===== src/rtl/instr_pkg.sv =====
// instr_pkg: instruction type codes, RV32I opcodes, NOP word and encoder FSM states
package instr_pkg;
    typedef enum logic [3:0] {
        T_R       = 4'd0,
        T_I_LW    = 4'd1,
        T_I_ADDI  = 4'd2,
        T_I_JALR  = 4'd3,
        T_S       = 4'd4,
        T_SB      = 4'd5,
        T_U_AUIPC = 4'd6,
        T_U_LUI   = 4'd7,
        T_UJ      = 4'd8
    } instr_type_e;

    localparam logic [6:0] OP_R     = 7'h33;
    localparam logic [6:0] OP_LW    = 7'h03;
    localparam logic [6:0] OP_ADDI  = 7'h13;
    localparam logic [6:0] OP_JALR  = 7'h67;
    localparam logic [6:0] OP_S     = 7'h23;
    localparam logic [6:0] OP_SB    = 7'h63;
    localparam logic [6:0] OP_AUIPC = 7'h17;
    localparam logic [6:0] OP_LUI   = 7'h37;
    localparam logic [6:0] OP_UJ    = 7'h6f;

    localparam logic [31:0] NOP = 32'h0000_0013;

    typedef enum logic [1:0] {S_IDLE, S_RUN, S_DRAIN} state_e;
endpackage


===== src/rtl/instr_pack.sv =====
// instr_pack: combinational RV32I field packer; IMM_RANGE_CHECK_EN enables immediate range checks
module instr_pack import instr_pkg::*; (
    input  logic [3:0]  typ,
    input  logic [4:0]  rd,
    input  logic [4:0]  rs1,
    input  logic [4:0]  rs2,
    input  logic [2:0]  f3,
    input  logic [6:0]  f7,
    input  logic [31:0] imm,
    output logic [31:0] word,
    output logic        bad_type,
    output logic        bad_imm
);
    logic [31:0] raw;

    // place fields per format; unknown type codes fall through to NOP
    always_comb begin
        raw = NOP;
        bad_type = 1'b0;
        case (typ)
            T_R:       raw = {f7, rs2, rs1, f3, rd, OP_R};
            T_I_LW:    raw = {imm[11:0], rs1, f3, rd, OP_LW};
            T_I_ADDI:  raw = {imm[11:0], rs1, f3, rd, OP_ADDI};
            T_I_JALR:  raw = {imm[11:0], rs1, 3'b000, rd, OP_JALR};
            T_S:       raw = {imm[11:5], rs2, rs1, f3, imm[4:0], OP_S};
            T_SB:      raw = {imm[12], imm[10:5], rs2, rs1, f3, imm[4:1], imm[11], OP_SB};
            T_U_AUIPC: raw = {imm[31:12], rd, OP_AUIPC};
            T_U_LUI:   raw = {imm[31:12], rd, OP_LUI};
            T_UJ:      raw = {imm[20], imm[10:1], imm[11], imm[19:12], rd, OP_UJ};
            default:   bad_type = 1'b1;
        endcase
    end

`ifdef IMM_RANGE_CHECK_EN
    logic range_ok;

    // immediate must be representable in the format's field without loss
    always_comb begin
        range_ok = 1'b1;
        case (typ)
            T_I_LW, T_I_ADDI, T_I_JALR, T_S:
                range_ok = imm[31:11] == {21{imm[11]}};
            T_SB:
                range_ok = (imm[31:12] == {20{imm[12]}}) && !imm[0];
            T_UJ:
                range_ok = (imm[31:20] == {12{imm[20]}}) && !imm[0];
            T_U_AUIPC, T_U_LUI:
                range_ok = imm[11:0] == 12'd0;
            default:
                range_ok = 1'b1;
        endcase
    end

    assign bad_imm = !bad_type && !range_ok;
`else
    assign bad_imm = 1'b0;
`endif

    assign word = (bad_type || bad_imm) ? NOP : raw;
endmodule


===== src/rtl/instr_encoder.sv =====
// instr_encoder: streaming RV32I encoder with session FSM, output register, address and word count
module instr_encoder import instr_pkg::*; #(
    parameter int ADDR_W = 32,
    parameter int CNT_W  = 16
) (
    input  logic              clk,
    input  logic              rst_n,
    input  logic              start,
    input  logic [ADDR_W-1:0] base_addr,
    output logic              busy,
    output logic              done,
    input  logic              in_valid,
    output logic              in_ready,
    input  logic [3:0]        in_type,
    input  logic [4:0]        in_rd,
    input  logic [4:0]        in_rs1,
    input  logic [4:0]        in_rs2,
    input  logic [2:0]        in_funct3,
    input  logic [6:0]        in_funct7,
    input  logic [31:0]       in_imm,
    input  logic              in_last,
    output logic              out_valid,
    input  logic              out_ready,
    output logic [31:0]       out_instr,
    output logic [ADDR_W-1:0] out_addr,
    output logic [CNT_W-1:0]  word_count,
    output logic              err_invalid,
    output logic              err_imm
);
    state_e      state, state_nx;
    logic        in_fire, out_fire, load, bad_type, bad_imm;
    logic [31:0] word;

    assign in_ready = (state == S_RUN) && (!out_valid || out_ready);
    assign in_fire  = in_valid && in_ready;
    assign out_fire = out_valid && out_ready;
    assign load     = (state == S_IDLE) && start;
    assign busy     = state != S_IDLE;

    instr_pack u_pack (
        .typ      (in_type),
        .rd       (in_rd),
        .rs1      (in_rs1),
        .rs2      (in_rs2),
        .f3       (in_funct3),
        .f7       (in_funct7),
        .imm      (in_imm),
        .word     (word),
        .bad_type (bad_type),
        .bad_imm  (bad_imm)
    );

    // session state register
    always_ff @(posedge clk or negedge rst_n)
        if (!rst_n) state <= S_IDLE;
        else        state <= state_nx;

    // session sequencing: open on start, drain after the last beat, close once it leaves
    always_comb begin
        state_nx = state;
        case (state)
            S_IDLE:  state_nx = start ? S_RUN : S_IDLE;
            S_RUN:   state_nx = (in_fire && in_last) ? S_DRAIN : S_RUN;
            S_DRAIN: state_nx = out_fire ? S_IDLE : S_DRAIN;
            default: state_nx = S_IDLE;
        endcase
    end

    // output slot, address/count tracking and sticky error flags
    always_ff @(posedge clk or negedge rst_n) begin
        if (!rst_n) begin
            out_valid   <= 1'b0;
            out_instr   <= '0;
            out_addr    <= '0;
            word_count  <= '0;
            done        <= 1'b0;
            err_invalid <= 1'b0;
            err_imm     <= 1'b0;
        end else begin
            done <= (state == S_DRAIN) && out_fire;
            if (in_fire) begin
                out_valid <= 1'b1;
                out_instr <= word;
            end else if (out_fire) begin
                out_valid <= 1'b0;
            end
            if (load) begin
                out_addr    <= {base_addr[ADDR_W-1:2], 2'b00};
                word_count  <= '0;
                err_invalid <= 1'b0;
                err_imm     <= 1'b0;
            end else begin
                if (out_fire) begin
                    out_addr   <= out_addr + ADDR_W'(4);
                    word_count <= word_count + CNT_W'(1);
                end
                if (in_fire) begin
                    err_invalid <= err_invalid | bad_type;
                    err_imm     <= err_imm | bad_imm;
                end
            end
        end
    end
endmodule


===== config.mk =====
export PLATFORM = sky130hd
export DESIGN_NAME = instr_encoder
export DESIGN_NICKNAME = d
export VERILOG_FILES = /design/src/rtl/instr_pkg.sv /design/src/rtl/instr_pack.sv /design/src/rtl/instr_encoder.sv
export SDC_FILE = /design/constraint.sdc
export NUM_CORES = 1
export LEC_CHECK = 0
export CORE_MARGIN = 3
export CORE_UTILIZATION = 45
export CTS_BUF_LIST = sky130_fd_sc_hd__clkbuf_4 sky130_fd_sc_hd__clkbuf_8
export DETAILED_ROUTE_END_ITERATION = 6
export HOLD_SLACK_MARGIN = 0.06
export PLACE_DENSITY = 0.88
export SETUP_SLACK_MARGIN = 0.05
export SLEW_MARGIN = 30
export SYNTH_ARGS = -nofsm -noshare
export SYNTH_HDL_FRONTEND = slang
export SYNTH_SLANG_ARGS = --single-unit

===== constraint.sdc =====
create_clock -name clk -period 2.2 [get_ports clk]
set_input_delay 0.44 -clock clk [delete_from_list [all_inputs] [get_ports clk]]
set_output_delay 0.44 -clock clk [all_outputs]
set_load 0.02 [all_outputs]

Word-level counts from Yosys, hierarchy flattened

Cells that the tools add are included.
Widths: inputs -> output; s select.

Word-level logic and storage cells: 50
Input port bits: 99
Flip-flop bits (word level): 85
Output and inout port bits: 86

Add/subtract/negate cells: 2
Muxes and demuxes: 15
Eq/ne operators: 10
Reduce and logical (&&, ||, !) cells: 15
Bitwise gates (word level): 1

Operators with widths:

| operator              | count |
|---|---|
| $pmux 32 s9           | 1 |
| $mux 32               | 3 |
| $add 32x3->32 const B | 1 |
| $mux 16               | 2 |
| $add 16x1->16 const B | 1 |
| $eq 4x3->1 const B    | 4 |
| $reduce_or 9->1       | 1 |
| $eq 4x2->1 const B    | 2 |
| $reduce_bool 2->1     | 4 |
| $logic_and 1x1->1     | 6 |
| $mux 1                | 6 |
| $pmux 2 s3            | 1 |
| $eq 4x1->1 const B    | 1 |
| $eq 4x4->1 const B    | 1 |
| $logic_not 4->1       | 1 |
| $mux 2                | 2 |
| $eq 2x1->1 const B    | 1 |
| $eq 2x2->1 const B    | 1 |
| $logic_not 2->1       | 1 |
| $logic_not 1->1       | 1 |
| $logic_or 1x1->1      | 1 |
| $or 1x1->1            | 1 |

Longest topological paths before layout

Gate-level depths: netlist of run 1.

Depth in word-level cells: 7
Gate-level depth with buffers: 8
Gate-level depth less buffers: 6

Hierarchy

From an unflattened synthesis of run 1, not the netlist that was laid out.

Cell total of the unflattened synthesis: 559
Area, all modules: 4768.3 um^2

By module, submodules not included:

| module        | sequential area each (um^2) | cells each | area each (um^2) | instances |
|---|---|---|---|---|
| instr_encoder | 2102.0                      | 429        | 3872.5           | 1 |
| instr_pack    | 0.0                         | 130        | 895.9            | 1 |

Worst setup path after synthesis of run 1

OpenSTA, ideal clock, no wires.

Kind: flip-flop to flip-flop
Start point: register out_valid
End point: register out_instr[21]
Data required time: 2.067 ns
Cell stages (with the launch flop): 7
Buffers on the path: 1
Setup slack: 0.115 ns
Arrival time: 1.951 ns
Clock period less this slack: 2.085 ns
Setup time: 0.133 ns
Cells stage by stage: dfrtp_1 > nor2b_1 > nor3b_1 > nand2_1 > clkbuf_1 > nand2_1 > o21ai_0

Cells in the longest elaborated chain, start to end: 4

RTL lines:

| what                     | line                | text |
|---|---|---|
| start: declaration       | instr_encoder.sv:22 | `output logic out_valid,` |
| start signal: assignment | instr_encoder.sv:72 | `out_valid <= 1'b0;` |
| start signal: assignment | instr_encoder.sv:82 | `out_valid <= 1'b1;` |
| start signal: assignment | instr_encoder.sv:85 | `out_valid <= 1'b0;` |
| $logic_not 1->1          | instr_encoder.sv:34 | `assign in_ready = (state == S_RUN) && (!out_valid \|\| out_ready);` |
| $logic_or 1x1->1         | instr_encoder.sv:34 |  |
| $logic_and 1x1->1        | instr_encoder.sv:34 |  |
| via in_ready             | instr_encoder.sv:13 | `output logic in_ready,` |
| $logic_and 1x1->1        | instr_encoder.sv:35 | `assign in_fire = in_valid && in_ready;` |
| end signal: assignment   | instr_encoder.sv:83 | `out_instr <= word;` |
| end: declaration         | instr_encoder.sv:24 | `output logic [31:0] out_instr,` |

The timed path passes the listed nets, and every way through them passes these cells.
A chain may end at the register's enable or synchronous reset.

Final worst setup path of run 1

Start point: input out_ready
End point: output in_ready

Cells in the longest elaborated chain, start to end: 2

RTL lines:

| what               | line                | text |
|---|---|---|
| start: declaration | instr_encoder.sv:23 | `input logic out_ready,` |
| $logic_or 1x1->1   | instr_encoder.sv:34 |  |
| $logic_and 1x1->1  | instr_encoder.sv:34 |  |
| end: declaration   | instr_encoder.sv:13 |  |

Every way passes these cells.

==> impl_metrics.tcl, run 1 <==
set metrics [dict create \
    die_x_um 106 \
    clock_path_buffers 2 \
    drive_gt1_share_pct 8.62 \
    post-place-ws_ns -0.235 \
    max_freq_mhz 469 \
    crit_slowest_cell "clkdlybuf4s50_1" \
    worst_hold_path_type "in2async" \
    placed_cell_area_sq_mm 0.00658 \
    crit_buf_inv 3 \
    crit_fanout 3 \
    post_cts_buffers 0 \
    finClkSkew_ns 0.0154 \
    fp.coreArea_sq_mm 0.00946 \
    cts_buffers 9 \
    num_rows 35 \
    initial_core_util_pct 47.3 \
    dieArea_sq_mm 0.0112 \
    syn2layout_area_growth_pct 51.4 \
    wire_per_inst_um 17.3 \
    seqCellArea_sq_mm 0.00205 \
    multiInputGateArea_sq_mm 0.00225 \
    drc 0 \
    arrival_ns 1.69 \
    finalHoldViolCount 0 \
    instances_no_fill 825 \
    ys_warn_count 0 \
    outcome "finished, final reports clean" \
    cts_sinks 82 \
    grt_pass1_vias 4723 \
    grt-ovfl-total 0 \
    io_buffers 179 \
    antenna_cells 0 \
    crit_type "in2out" \
    final_cell_area_sq_mm 0.00678 \
    drt_wl_total_um 14300 \
    max_slew_margin_pct 50.4 \
    p_leak_nw 2.68 \
    grt_max_degree 48 \
    p_per_area_mw_per_mm2 1100 \
    htreeDepth 3 \
    min_period_ns 2.13 \
    ant_nets 0 \
    synth_ff_type "dfrtp_1" \
    final-setup-viol-count 0 \
    slowest_delay_ns 0.49 \
    required_ns 1.76 \
    start_kind "input port" \
    avgSynthCellArea_sq_um 8.95 \
    synth_seq_cells 82 \
    chipHeight_um 106 \
    n_fill_cell 704 \
    max_cap_violations 0 \
    rsz0062_at_grt "yes" \
    final_nets 792 \
    cts_tree "yes" \
    dpl.cell_count 809 \
    viasPerCell 5.64 \
    critical-path-top-delay-family "buffers and inverters" \
    path_cells "clkdlybuf4s50_1 > nor2b_1 > nor3b_2 > buf_4 > clkdlybuf4s15_1" \
    place_congestion 0.865 \
    first_pass_iters 7 \
    grt_pass1_wl_um 23300 \
    ioPinCount 185 \
    hold_ws_ns 0.0598 \
    synth_cells 500 \
    maxSlewViolCount 0 \
    synthDistinctLibCells 46 \
    worstMarginPinSlew_ns 0.742 \
    dp_hpwl_um 11000 \
    clk_pin_slew_ns 0.09 \
    ys_seq_area_share_pct 45.8 \
    vdd_ir_drop_max_uv 598 \
    track_usage_pct 25.8 \
    setup_ws_ns 0.0681 \
    synth_edf_count 0 \
    drtIter0Drc 205 \
    vias 4653 \
    crit_path_end_kind "primary output" \
    netlist_area_sq_mm 0.00448 \
    ys_async_sr_fraction_pct 100 \
    setup_tns_ns 0 \
    fin_crit_sh_pct 96.9 \
    antenna_found_initial 0 \
    clk_latency_ns 0.36 \
    root_buffer "clkbuf_8" \
]
where the power goes:
group,internal [W],switching [W]
Combinational,0.00183,0.00192
Sequential,0.00209,0.000585
Clock,0.000451,0.000603
state kept, by name (all words and copies together), names as in the netlist:
signal       cells
word_count      16
out_addr        30
out_instr       31
out_valid        1
state            2
done             1
err_invalid      1
cell families after synthesis:
family	Yosys count	share of synthesized area (%)
AO/OA/AOI/OAI	128	18.7
XOR/XNOR	42	8.22
adder cells (fa/ha/maj)	2	0.559
buffers and inverters	45	4.42
flip-flops	82	45.8
multiplexers	11	2.52
other	1	0.0838
AND/OR/NAND/NOR	189	19.6
layout make-up:
| class | instances | share of cell area (%) |
|---|---|---|
| multi-input combinational | 375 | 33.2 |
| timing repair buffer | 212 | 30.8 |
| sequential | 82 | 30.3 |
| tap | 129 | 2.38 |
| clock buffer | 10 | 2.03 |
| clock inverter | 6 | 0.702 |
| inverter | 11 | 0.609 |
cell usage in the layout (no fill, tap or decap), drive strengths merged, types with 3 or more instances in the layout:
cell type and count:
o21ai 49, o221ai 9, nand4 8, nand3 15, nor3 13, nand2 77
and2 4, xor2 13, clkinv 3, or3 4, a32o 5, a22oi 17
a32oi 5, o21a 9, nor2 40, dfrtp 82, xnor2 29, nor2b 6
and3 8, mux2i 9, clkdlybuf4s50 176, buf 34, and4 5, a21oi 21
conb 3, clkbuf 10, inv 13, nand2b 3, a31oi 5
layer usage:
metal  track usage [%]  up-vias  wire [um]
met5                 0        -          0
met4              7.31        0        216
met3              8.70       25       1490
met2              46.1      259       7350
met1              29.2     2234       5220
li1                  -     2135          -
synthesized netlist by cell type, types with 2 or more instances:
master	n	area, sq um
dfrtp_1	82	2050
nand2_1	76	285
o21ai_0	49	245
nor2_1	40	150
xnor2_1	29	254
a21oi_1	21	105
clkbuf_1	21	78.8
a22oi_1	17	128
nand3_1	15	75.1
xor2_1	13	114
nor3_1	12	60.1
inv_1	11	41.3
mux2i_1	9	90.1
o21a_1	9	67.6
o221ai_1	9	78.8
and3_1	8	50.1
nand4_1	8	50.1
nor2b_1	6	37.5
a31oi_1	5	31.3
a32o_1	5	50.1
a32oi_1	5	43.8
and4_1	5	43.8
buf_2	5	25.0
and2_1	4	25.0
buf_4	4	30.0
or3_1	4	25.0
buf_1	3	11.3
nand2b_1	3	18.8
ha_1	2	25.0
mux2_2	2	22.5
nor4_1	2	12.5
o31ai_1	2	15.0
path summary, 6_finish.rpt:
check / start / endpoint / slack (ns) / cells after the start
hold / removal: rst_n / out_instr[1]$_DFFE_PN0P_ / 0.06 / 1
max in group asynchronous: rst_n / out_valid$_DFFE_PN0P_ / 1.52 / 2
min in group clk: out_instr[31]$_DFFE_PN0P_ / out_instr[31]$_DFFE_PN0P_ / 0.49 / 2
setup / recovery: out_ready / in_ready / 0.07 / 5
hold reg to reg: out_instr[31]$_DFFE_PN0P_ / out_instr[31]$_DFFE_PN0P_ / 0.49 / 2
setup reg to reg: out_addr[2]$_DFFE_PN0P_ / out_addr[20]$_DFFE_PN0P_ / 0.39 / 7
through the flow:
step                      util, %  power, W
final                        71.6   0.00748
after CTS                    71.6   0.00752
after floorplan                 -   0.00447
after detailed placement     69.6   0.00645
after global placement       69.6   0.00630
after global routing         71.6   0.00792
timing repair:
item | 4_1_cts | 5_1_grt
gates resized for setup | 2 | 2
setup endpoints to repair | 1 | 2
hold buffers | 0 | 0
Power figures use the tool's default switching activity.
==> run 2, diff against run 1 <==
--- a/config.mk
+++ b/config.mk
@@ -5,7 +5,6 @@
 export SDC_FILE = /design/constraint.sdc
 export NUM_CORES = 1
 export LEC_CHECK = 0
-export CORE_MARGIN = 3
 export CORE_UTILIZATION = 45
 export CTS_BUF_LIST = sky130_fd_sc_hd__clkbuf_4 sky130_fd_sc_hd__clkbuf_8
 export DETAILED_ROUTE_END_ITERATION = 6
==> run 2 against run 1 <==
Against the previous run: worst setup slack improved by 0.091 ns; non-clock buffer count decreased by 2; cell count increased by 0.24%; critical endpoint unchanged; highest routed layer unchanged.
==> impl_metrics.tcl, run 2 (synthesis gave the netlist of run 1 again) <==
set metrics [dict create \
    outcome "finished, final reports clean" \
    root_buffer "clkbuf_8" \
    critical-path-top-delay-family "buffers and inverters" \
    crit_type "in2out" \
    r2r_start "out_addr[2]$_DFFE_PN0P_" \
    vias 4573 \
    top_register "out_instr" \
    placed_cell_area_sq_mm 0.00657 \
    seq_power_share_pct 35.1 \
    p_leak_nw 2.70 \
    whs_endpoint "out_instr[8]$_DFFE_PN0P_" \
    arrival_ns 1.60 \
    top_regs "out_instr (31), out_addr (30), word_count (16)" \
    grt_max_degree 71 \
    finalHoldViolCount 0 \
    crit_buf_inv 2 \
    whs_path_depth 2 \
    drt_wl_total_um 13400 \
    clk_pin_slew_ns 0.08 \
    pwr-share-clk_pct 16.4 \
    p_sw_share_pct 40.0 \
    n_fill_cell 739 \
    mostFrequentLayoutCell "clkdlybuf4s50_1" \
    dpl.cell_count 810 \
    io_buffers 179 \
    final-setup-viol-count 0 \
    antenna_cells 0 \
    final_cell_area_sq_mm 0.00681 \
    cts_buffers 9 \
    drive_gt1_share_pct 8.21 \
    dieArea_sq_mm 0.0104 \
    max_slew_margin_pct 64.6 \
    largest_register_ff_count 31 \
    cts_tree "yes" \
    worstMarginPinSlew_ns 0.531 \
    start_kind "input port" \
    path_cells "clkdlybuf4s50_1 > nor2b_1 > nor3b_1 > dlygate4sd2_1" \
    dp_hpwl_um 10000 \
    drtIter0Drc 161 \
    min_period_ns 2.04 \
    p_int_w 0.00458 \
    setup_ws_ns 0.159 \
    antenna_found_initial 0 \
    required_ns 1.76 \
    reg2reg_slack_ns 0.36 \
    slowest_delay_ns 0.48 \
    die_x_um 102 \
    cts_sinks 82 \
    num_rows 36 \
    viasPerCell 5.53 \
    grt-ovfl-total 0 \
    drc 0 \
    r2r-end "out_addr[28]$_DFFE_PN0P_" \
    clk_latency_ns 0.37 \
    worstHoldStart "out_instr[8]$_DFFE_PN0P_" \
    grt_pass1_wl_um 21200 \
    crit_fanout 2 \
    clock_path_buffers 2 \
    setup_tns_ns 0 \
    rsz0062_at_grt "no" \
    p_per_area_mw_per_mm2 1120 \
    ant_nets 0 \
    post-place-ws_ns -0.153 \
    post_cts_buffers 0 \
    worst_hold_path_type "reg2reg" \
    fin_crit_sh_pct 92.8 \
    initial_core_util_pct 46.0 \
    p_switching_w 0.00306 \
    place_congestion 0.875 \
    grt_pass1_vias 4496 \
    finClkSkew_ns 0.0147 \
    max_freq_mhz 490 \
    track_usage_pct 26.7 \
    first_pass_iters 4 \
    chipHeight_um 102 \
    final_nets 790 \
    syn2layout_area_growth_pct 52.2 \
    vdd_ir_drop_max_uv 610 \
    instances_no_fill 827 \
    maxSlewViolCount 0 \
    htreeDepth 3 \
    ioPinCount 185 \
    fp.coreArea_sq_mm 0.00973 \
    p_comb_share_pct 48.6 \
    reg2regPathDepth 7 \
    wire_per_inst_um 16.2 \
    max_cap_violations 0 \
    crit_path_end_kind "primary output" \
    crit_slowest_cell "clkdlybuf4s50_1" \
    layout_common_cells "176 x clkdlybuf4s50_1, 82 x dfrtp_1, 76 x nand2_1, 49 x o21ai_0, 39 x nor2_1" \
]
## run 2: cell types whose count changed in the layout (fill, tap and decap cells not counted)
cell | before | now
buf_4 | 30 | 27
o32ai_1 | 1 | 0
inv_6 | 2 | 0
o32ai_2 | 0 | 1
dlygate4sd3_1 | 0 | 1
bufinv_16 | 0 | 2
nor3b_1 | 0 | 1
clkdlybuf4s15_1 | 1 | 0
dlygate4sd2_1 | 0 | 1
nor3b_2 | 1 | 0
## run 2: worst max path at each step
stage	startpoint	to	slack [ns]	cells after the start
2_1_floorplan	out_valid$_DFFE_PN0P_	out_instr[21]$_DFFE_PN0P_	0.12	6
5_1_grt	out_ready	in_ready	0.05	4
3_5_place_dp	in_type[0]	out_instr[28]$_DFFE_PN0P_	-0.15	5
3_3_place_gp	out_ready	in_ready	-0.15	4
6_report	out_ready	in_ready	0.16	4
4_1_cts	state[1]$_DFF_PN0_	busy	0.05	2
## run 2: area by class of cell
type                       instances  area (sq um)  area share (%)
sequential                        82          2050            30.1
clock buffer                      10           138            2.02
timing repair buffer             210          2080            30.5
tap                              133           166            2.44
inverter                          11          41.3           0.606
clock inverter                     6          90.1            1.32
multi-input combinational        375          2250            33.0
## run 2: through the flow
stage,utilization [%],hold WS [ns],power [W]
4_1_cts,69.9,0.498,0.00767
3_5_place_dp,67.5,0.440,0.00641
3_3_place_gp,67.5,0.425,0.00629
6_report,70.0,0.488,0.00764
5_1_grt,70.0,0.517,0.00807
2_1_floorplan,-,0.144,0.00447
## run 2: what timing repair did
item / 4_1_cts / 5_1_grt
hold buffers: 1 / 0
gates cloned: 0 / 0
endpoints found under the setup margin: 1 / 2
pin swaps: 0 / 0
endpoints found under the hold margin: 36 / 0
resized for setup: 1 / 2
## run 2: power groups by stage
stage	clock network, W	registers, W	logic (W)
3_5_place_dp	0	0.00268	0.00373
4_1_cts	0.00128	0.00266	0.00373
6_report	0.00125	0.00268	0.00371
5_1_grt	0.00133	0.00275	0.00399
2_1_floorplan	0	0.00327	0.00120
3_3_place_gp	0	0.00265	0.00364
## run 2: worst min-delay path, cell delays in order, from the launching register on
cell and delay [ns]:
dfrtp_1 0.35, nand2_1 0.04, o21ai_0 0.06
## run 2: metal layers
layer	vias to the layer above	share of wire (%)	GRT usage (%)
li1	2135	-	-
met3	28	10	7.32
met1	2145	38	30.2
met5	-	0	0
met2	265	49	47.0
met4	0	2.6	12.0
